### src/rtl/fetch_buffer.sv
// Decoupled instruction fetch stage: issues sequential reads and queues {PC, instruction} pairs for decode.
// Optional macro FETCH_BUFFER_BYPASS_EN forwards returning data straight to decode when the queue is empty.
module fetch_buffer #(
    parameter int          ADDRESS_BITS = 16,
    parameter int          DEPTH        = 4,
    parameter int unsigned RESET_PC     = 0
) (
    input  logic                       clock,
    input  logic                       reset,
    input  logic                       redirect,
    input  logic [ADDRESS_BITS-1:0]    redirect_PC,
    output logic                       i_req,
    output logic [ADDRESS_BITS-1:0]    i_address,
    input  logic [31:0]                i_read_data,
    output logic                       out_valid,
    input  logic                       out_ready,
    output logic [ADDRESS_BITS-1:0]    out_PC,
    output logic [31:0]                out_instruction,
    output logic [$clog2(DEPTH+1)-1:0] count
);

    localparam int PTR_BITS   = $clog2(DEPTH);
    localparam int COUNT_BITS = $clog2(DEPTH+1);

    logic [ADDRESS_BITS-1:0] fetch_pc;
    logic                    inflight;
    logic [ADDRESS_BITS-1:0] inflight_pc;
    logic [COUNT_BITS-1:0]   count_q;
    logic [PTR_BITS-1:0]     head;
    logic [PTR_BITS-1:0]     tail;
    logic [ADDRESS_BITS-1:0] pc_mem    [DEPTH];
    logic [31:0]             instr_mem [DEPTH];

    logic                    fifo_valid;
    logic                    bypass_valid;
    logic                    pop;
    logic                    fifo_pop;
    logic                    push;
    logic [COUNT_BITS:0]     pending;

    assign fifo_valid = (count_q != '0);

`ifdef FETCH_BUFFER_BYPASS_EN
    assign bypass_valid = !fifo_valid && inflight && !redirect;
`else
    assign bypass_valid = 1'b0;
`endif

    assign out_valid = fifo_valid || bypass_valid;
    assign pop       = out_valid && out_ready;
    assign fifo_pop  = fifo_valid && out_ready;
    // A bypassed word that decode takes this cycle never lands in storage.
    assign push      = inflight && !redirect && !(bypass_valid && out_ready);

    // Credit check: entries held plus the word in flight, less this cycle's pop, must leave a free slot.
    assign pending   = {1'b0, count_q}
                     + {{COUNT_BITS{1'b0}}, inflight}
                     - {{COUNT_BITS{1'b0}}, pop};
    assign i_req     = reset && !redirect && (pending < (COUNT_BITS+1)'(DEPTH));
    assign i_address = fetch_pc;
    assign count     = count_q;

    always_comb begin
        out_PC          = '0;
        out_instruction = '0;
        if (bypass_valid) begin
            out_PC          = inflight_pc;
            out_instruction = i_read_data;
        end else if (fifo_valid) begin
            out_PC          = pc_mem[head];
            out_instruction = instr_mem[head];
        end
    end

    always_ff @(posedge clock or negedge reset) begin
        if (!reset) begin
            fetch_pc    <= ADDRESS_BITS'(RESET_PC);
            inflight    <= 1'b0;
            inflight_pc <= '0;
            count_q     <= '0;
            head        <= '0;
            tail        <= '0;
        end else if (redirect) begin
            fetch_pc <= redirect_PC;
            inflight <= 1'b0;
            count_q  <= '0;
            head     <= '0;
            tail     <= '0;
        end else begin
            inflight <= i_req;
            if (i_req) begin
                fetch_pc    <= fetch_pc + ADDRESS_BITS'(4);
                inflight_pc <= fetch_pc;
            end
            if (push)
                tail <= tail + PTR_BITS'(1);
            if (fifo_pop)
                head <= head + PTR_BITS'(1);
            count_q <= count_q + COUNT_BITS'(push) - COUNT_BITS'(fifo_pop);
        end
    end

    always_ff @(posedge clock) begin
        if (push) begin
            pc_mem[tail]    <= inflight_pc;
            instr_mem[tail] <= i_read_data;
        end
    end

endmodule

### config.mk
export PLATFORM = sky130hd
export DESIGN_NAME = fetch_buffer
export DESIGN_NICKNAME = d
export VERILOG_FILES = /design/src/rtl/fetch_buffer.sv
export SDC_FILE = /design/constraint.sdc
export NUM_CORES = 1
export LEC_CHECK = 0
export ABC_AREA = 1
export CORE_ASPECT_RATIO = 1.1
export CORE_MARGIN = 2
export CORE_UTILIZATION = 50
export CTS_CLUSTER_DIAMETER = 40
export CTS_CLUSTER_SIZE = 20
export DETAILED_ROUTE_END_ITERATION = 10
export HOLD_SLACK_MARGIN = 0.03
export PLACE_DENSITY = 0.77
export SLEW_MARGIN = 20
export SYNTH_ARGS = -nofsm -noshare
export SYNTH_HDL_FRONTEND = slang
export SYNTH_SLANG_ARGS = --single-unit
### constraint.sdc
create_clock -name clock -period 3.15 [get_ports clock]
set_input_delay 0.315 -clock clock [delete_from_list [all_inputs] [get_ports clock]]
set_output_delay 0.315 -clock clock [all_outputs]
set_load 0.005 [all_outputs]
# --- Yosys cells after proc, flatten, opt, wreduce, memory -nomap -nowiden ---
# Memories as Yosys holds them, arrays and structs flattened.
# Index checks and enable logic that the tools add are counted.
word_totals:
  romBits: 0
  word_cells: 39
  latch_bits: 0
  mem_count: 2
  register_bits: 40
  out_inout_bits: 69
  ramBits: 192
op_classes:
  n_eq_ne: 0
  shifts: 0
  n_mux: 12
  add_sub_neg: 7
  div: 0
  mul: 0
  order_cmp: 1
  bitwise_logic: 1
  reduce_logical: 10
memory_table:
  columns: ["memory", "depth", "width", "read_ports", "rd_clocked_by_memory_dff", "wr", "line", "rtl"]
  rows:
  - ["instr_mem", 4, 32, 1, 0, 1, "32", "logic [31:0] instr_mem [DEPTH];"]
  - ["pc_mem", 4, 16, 1, 0, 1, "31", "logic [ADDRESS_BITS-1:0] pc_mem [DEPTH];"]
op_table:
  columns: ["operator", "n"]
  rows:
  - ["16-bit two-way mux", 3]
  - ["32-bit two-way mux", 1]
  - ["16-bit by 3-bit adder with 16-bit output (second input constant)", 1]
  - ["2-bit two-way mux", 4]
  - ["2-bit nonzero test", 3]
  - ["2-bit by 1-bit adder with 2-bit output (second input constant)", 2]
  - ["3-bit by 1-bit adder with 4-bit output", 1]
  - ["1-bit logical AND", 4]
  - ["4-bit by 3-bit < comparator with 1-bit output (second input constant)", 1]
  - ["4-bit by 1-bit subtractor with 4-bit output", 1]
  - ["3-bit by 1-bit adder with 3-bit output", 1]
  - ["1-bit two-way mux", 3]
  - ["3-bit two-way mux", 1]
  - ["3-bit nonzero test", 1]
  - ["3-bit by 1-bit subtractor with 3-bit output", 1]
  - ["2-bit AND reduction", 1]
  - ["1-bit logical NOT", 1]
  - ["1-bit NOT", 1]

# --- Longest topological paths before layout ---
logic_depth:
  depth_word: 7
  depth_mapped: 17
  mapped_depth_nobuf: 16

# --- Least setup slack after synthesis ---
# Ideal clock, no wire load.
synth_path:
  path_type: "register to register"
  startpoint: "register inflight"
  endpoint: "memory instr_mem[0][0] (enable)"
  stages_incl_launch_ff: 5
  synth_period_minus_slack_ns: 3.187
  n_path_buf: 0
  path_slack_ns: -0.037
  arrival_time_ns: 2.733
  setup_ns: 0.454
  required_ns: 2.696
  path_cell_list: "dfrtp_1 > inv_1 > nor2_1 > inv_1 > nor2_1"
synth_between:
  elab_chain_cells: 3
synth_lines:
  columns: ["element", "line", "rtl"]
  rows:
  - ["start: declaration", "26", "logic inflight;"]
  - ["start signal: assignment", "90", "inflight <= i_req;"]
  - ["1-bit logical AND", "53", "assign push = inflight && !redirect && !(bypass_valid && out_ready);"]
  - ["1-bit two-way mux", "104", "if (push) begin"]
  - ["1-bit two-way mux (implied by the code)", "106", "instr_mem[tail] <= i_read_data;"]
  - ["end: declaration", "32", null]
# Every way passes these cells.

# --- Worst setup path after layout ---
layout_path:
  startpoint: "register head[0]"
  endpoint: "output port out_instruction[18]"
layout_between:
  elab_chain_cells: 2
layout_lines:
  columns: ["element", "line", "rtl"]
  rows:
  - ["start: declaration", "29", "logic [PTR_BITS-1:0] head;"]
  - ["start signal: assignment", "98", "head <= head + PTR_BITS'(1);"]
  - ["memory read 4 x 32 bit", null, null]
  - ["32-bit two-way mux", "69", "end else if (fifo_valid) begin"]
  - ["end: declaration", "18", "output logic [31:0] out_instruction,"]
# Every way passes these cells.

==> results.json <==
{
  "leakagePower_nw": 4.457,
  "drt-initial-drc-count": 447,
  "whs_ps": 369.6,
  "required_ps": 2830,
  "p_seq_share_pct": 40.8,
  "clkLatencyLatePin_ps": 520,
  "synth_adder_area_share_pct": 1.254,
  "power.share.combinational_pct": 28.9,
  "synth_warnings": 0,
  "clockRootBuffer": "clkbuf_16",
  "overflow": 0,
  "internal_power_mw": 6.721,
  "syn_avg_cell_area_um2": 11.25,
  "drv_cap": 0,
  "n_antenna_cell": 0,
  "grt_max_degree": 63,
  "wire_per_inst_um": 15.88,
  "synthXorXnorAreaFrac_pct": 0.8230,
  "min_from": "redirect_PC[0]",
  "die_area_um2": 20280,
  "reg2reg_depth": 16,
  "relSlewSlack_pct": 34.87,
  "placed_cells": 1185,
  "post-route-period-util_pct": 92.83,
  "cts_max_path_buffers": 3,
  "holdPathEnd": "i_address[0]$_DFFE_PN0P_",
  "start_util_pct": 50.50,
  "wl_mm": 19.61,
  "fin_setup_tns_ps": 0,
  "critPathKind": "reg -> out",
  "reg2reg_slack_ps": 660,
  "hold_viol": 0,
  "synth_cells": 851,
  "seq_area_frac_synth_pct": 70.65,
  "grt_use_total_pct": 19.44,
  "grt_pass1_vias": 6281,
  "p_sw_share_pct": 30.79,
  "setup_violations": 0,
  "area_growth_pct": 25.42,
  "synth_area_leader_cell": "edfxtp_1",
  "syn-num-nets": 912,
  "die_x_um": 136.0,
  "drv_slew": 0,
  "drt_first_pass_iters": 6,
  "port_buffers": 120,
  "hold_path_depth": 3,
  "power_density_nw_per_um2": 808.3,
  "fin_ws_ps": 225.8,
  "synth.distinct_cells": 29,
  "post-route-cell-area_um2": 12010,
  "routed_via_density": 5.274,
  "preCtsSetupSlack_ps": 291.7,
  "n_fill_cell": 1469,
  "die_y_um": 149.2,
  "antenna_found_initial": 0,
  "fin_util_pct": 63.34,
  "synth_compound_area_share_pct": 9.327,
  "r2r_start": "count[0]$_DFF_PN0_",
  "drive_gt1_share_pct": 8.300,
  "synthTopCellsByArea": "edfxtp_1, dfrtp_1, nor2_1",
  "worstPathMaxFanout": 28,
  "fmax_mhz": 342.0,
  "endpoint_kind": "output pin",
  "final_cells": 1235,
  "netlist.area_leader.share_pct": 60.20,
  "rsz0062_at_grt": "no",
  "rr_endpoint": "i_address[4]$_DFFE_PN0P_",
  "p_sw_mw": 2.989,
  "detail-route-antenna-nets": 0,
  "num_rows": 53,
  "clock_skew_ps": 21.08,
  "yosys-mux-area-fraction_pct": 0,
  "total_power_mw": 9.710,
  "boundaryPins": 121,
  "timing.final.crit_period_ps": 2924,
  "crit_path_start_kind": "flip-flop",
  "ys_ff_latch": 232,
  "grt_pass1_wl_mm": 30.94,
  "route.detailed.drc": 0,
  "synth_area_um2": 9578,
  "critPathArrivalTime_ps": 2610,
  "cts_buffers": 26,
  "power_frac_clock_pct": 30.2,
  "outcome": "complete, no violations",
  "cts_tree": "built",
  "dp_hpwl_mm": 10.92,
  "vias": 6513,
  "core_area_um2": 18970,
  "place.gp.congestion": 0.8294,
  "max_slew.worst_pin.slew_ps": 975.5,
  "yosys.area_share.simple_pct": 14.40,
  "cts_sinks": 232,
  "final_nets": 1031,
  "clkTransAtPathRegs_ps": 60,
  "min_path_type": "in -> reg",
  "synth_top_family_by_area": "simple AND/OR/NAND/NOR gates",
  "placed_cell_area_um2": 11090,
  "cts_max_level": 1,
  "ir_drop_uv": 566.1
}
[synthesized netlist by cell type (all sizes together)]
cell    number
xor2         8
edfxtp     192
a21oi       52
clkbuf      33
nor2       209
xnor2        1
nand4        4
o21ai      125
nand3       25
ha           8
clkinv       1
nand2      100
buf         14
nor3         3
inv         35
fa           1
dfrtp       40
[power by group through the flow]
stage	Combinational, mW	Clock (mW)	Sequential (mW)
2_1_floorplan	1.43	0	3.93
3_3_place_gp	2.70	0	4.04
3_5_place_dp	2.74	0	4.05
4_1_cts	2.79	2.98	3.98
5_1_grt	3.14	3.10	4.01
6_report	2.81	2.93	3.97
[cell type report]
cell class	instances	area [µm²]	share of cell area (%)
sequential	232	6771	56.37
clock inverter	15	163.9	1.364
timing repair buffer	138	1431	11.92
inverter	36	135.1	1.125
tap	247	309.0	2.573
clock buffer	31	700.7	5.833
multi-input combinational	536	2501	20.82
[worst max-delay path, cell delays in order (launching register included)]
cell	delay, ps
dfrtp_4	650
buf_4	380
nor2_1	90
nor2_1	120
o21ai_0	150
a21oi_1	190
clkdlybuf4s50_1	530
[flip-flops by register name, summed over array words and instances, names as in the netlist]
| register | cells |
|---|---|
| head | 2 |
| inflight_pc | 16 |
| count | 3 |
| instr_mem | 128 |
| pc_mem | 64 |
| tail | 2 |
| i_address | 16 |
| inflight | 1 |
[kinds of logic after synthesis]
logic type | count (synthesis)
xor gates and xnor gates | 9
buffers and inverters | 83
adders and majority gates | 9
AOI/OAI and AO/OA | 177
DFF | 232
and+or+nand+nor | 341
[worst max-delay path by stage]
stage / startpoint / end / slack (ps) / cells after the start
5_1_grt: head[0]$_DFFE_PN0P_ / out_instruction[6] / 80 / 6
6_report: head[0]$_DFFE_PN0P_ / out_instruction[18] / 230 / 6
3_3_place_gp: out_ready / i_req / 320 / 14
4_1_cts: count[2]$_DFF_PN0_ / i_req / 20 / 15
2_1_floorplan: inflight$_DFF_PN0_ / instr_mem[0][0]$_DFFE_PP_ / -40 / 4
3_5_place_dp: out_ready / i_req / 290 / 14
[metal layers]
layer,global-route usage (%),part of all wire [%],up-vias
met4,5.990,2.0,0
met2,33.21,50,234
met5,0,0,-
met3,3.126,7.2,30
li1,-,-,3168
met1,25.70,41,3081
[placed cells by master, fill, tap and decap left out, types with 2 or more instances in the layout]
master,Yosys,layout
o21ai_2,2,2
buf_4,3,10
clkinv_8,0,2
nand4_1,4,4
nand2_1,95,95
nor2_1,207,203
o21ai_0,113,113
inv_8,0,3
clkdlybuf4s50_1,0,118
clkbuf_1,33,3
inv_1,34,32
clkbuf_16,0,27
a21oi_1,52,52
nand3_1,24,24
nand2_4,3,3
nor2_2,2,2
dfrtp_1,40,38
xor2_1,8,8
nand2_2,2,2
edfxtp_1,192,192
inv_2,1,4
buf_12,0,6
ha_1,8,8
nor2_4,0,4
o21ai_1,10,10
inv_6,0,4
clkinvlp_4,0,2
[repair_timing]
item,in CTS,in global routing
hold buffers,1,0
setup buffers,2,1
gates cloned,0,0
gates resized for setup,0,1
setup endpoints to repair,1,11
endpoints found under the hold margin,40,0
Note: power is estimated with default switching activity, not from simulation.
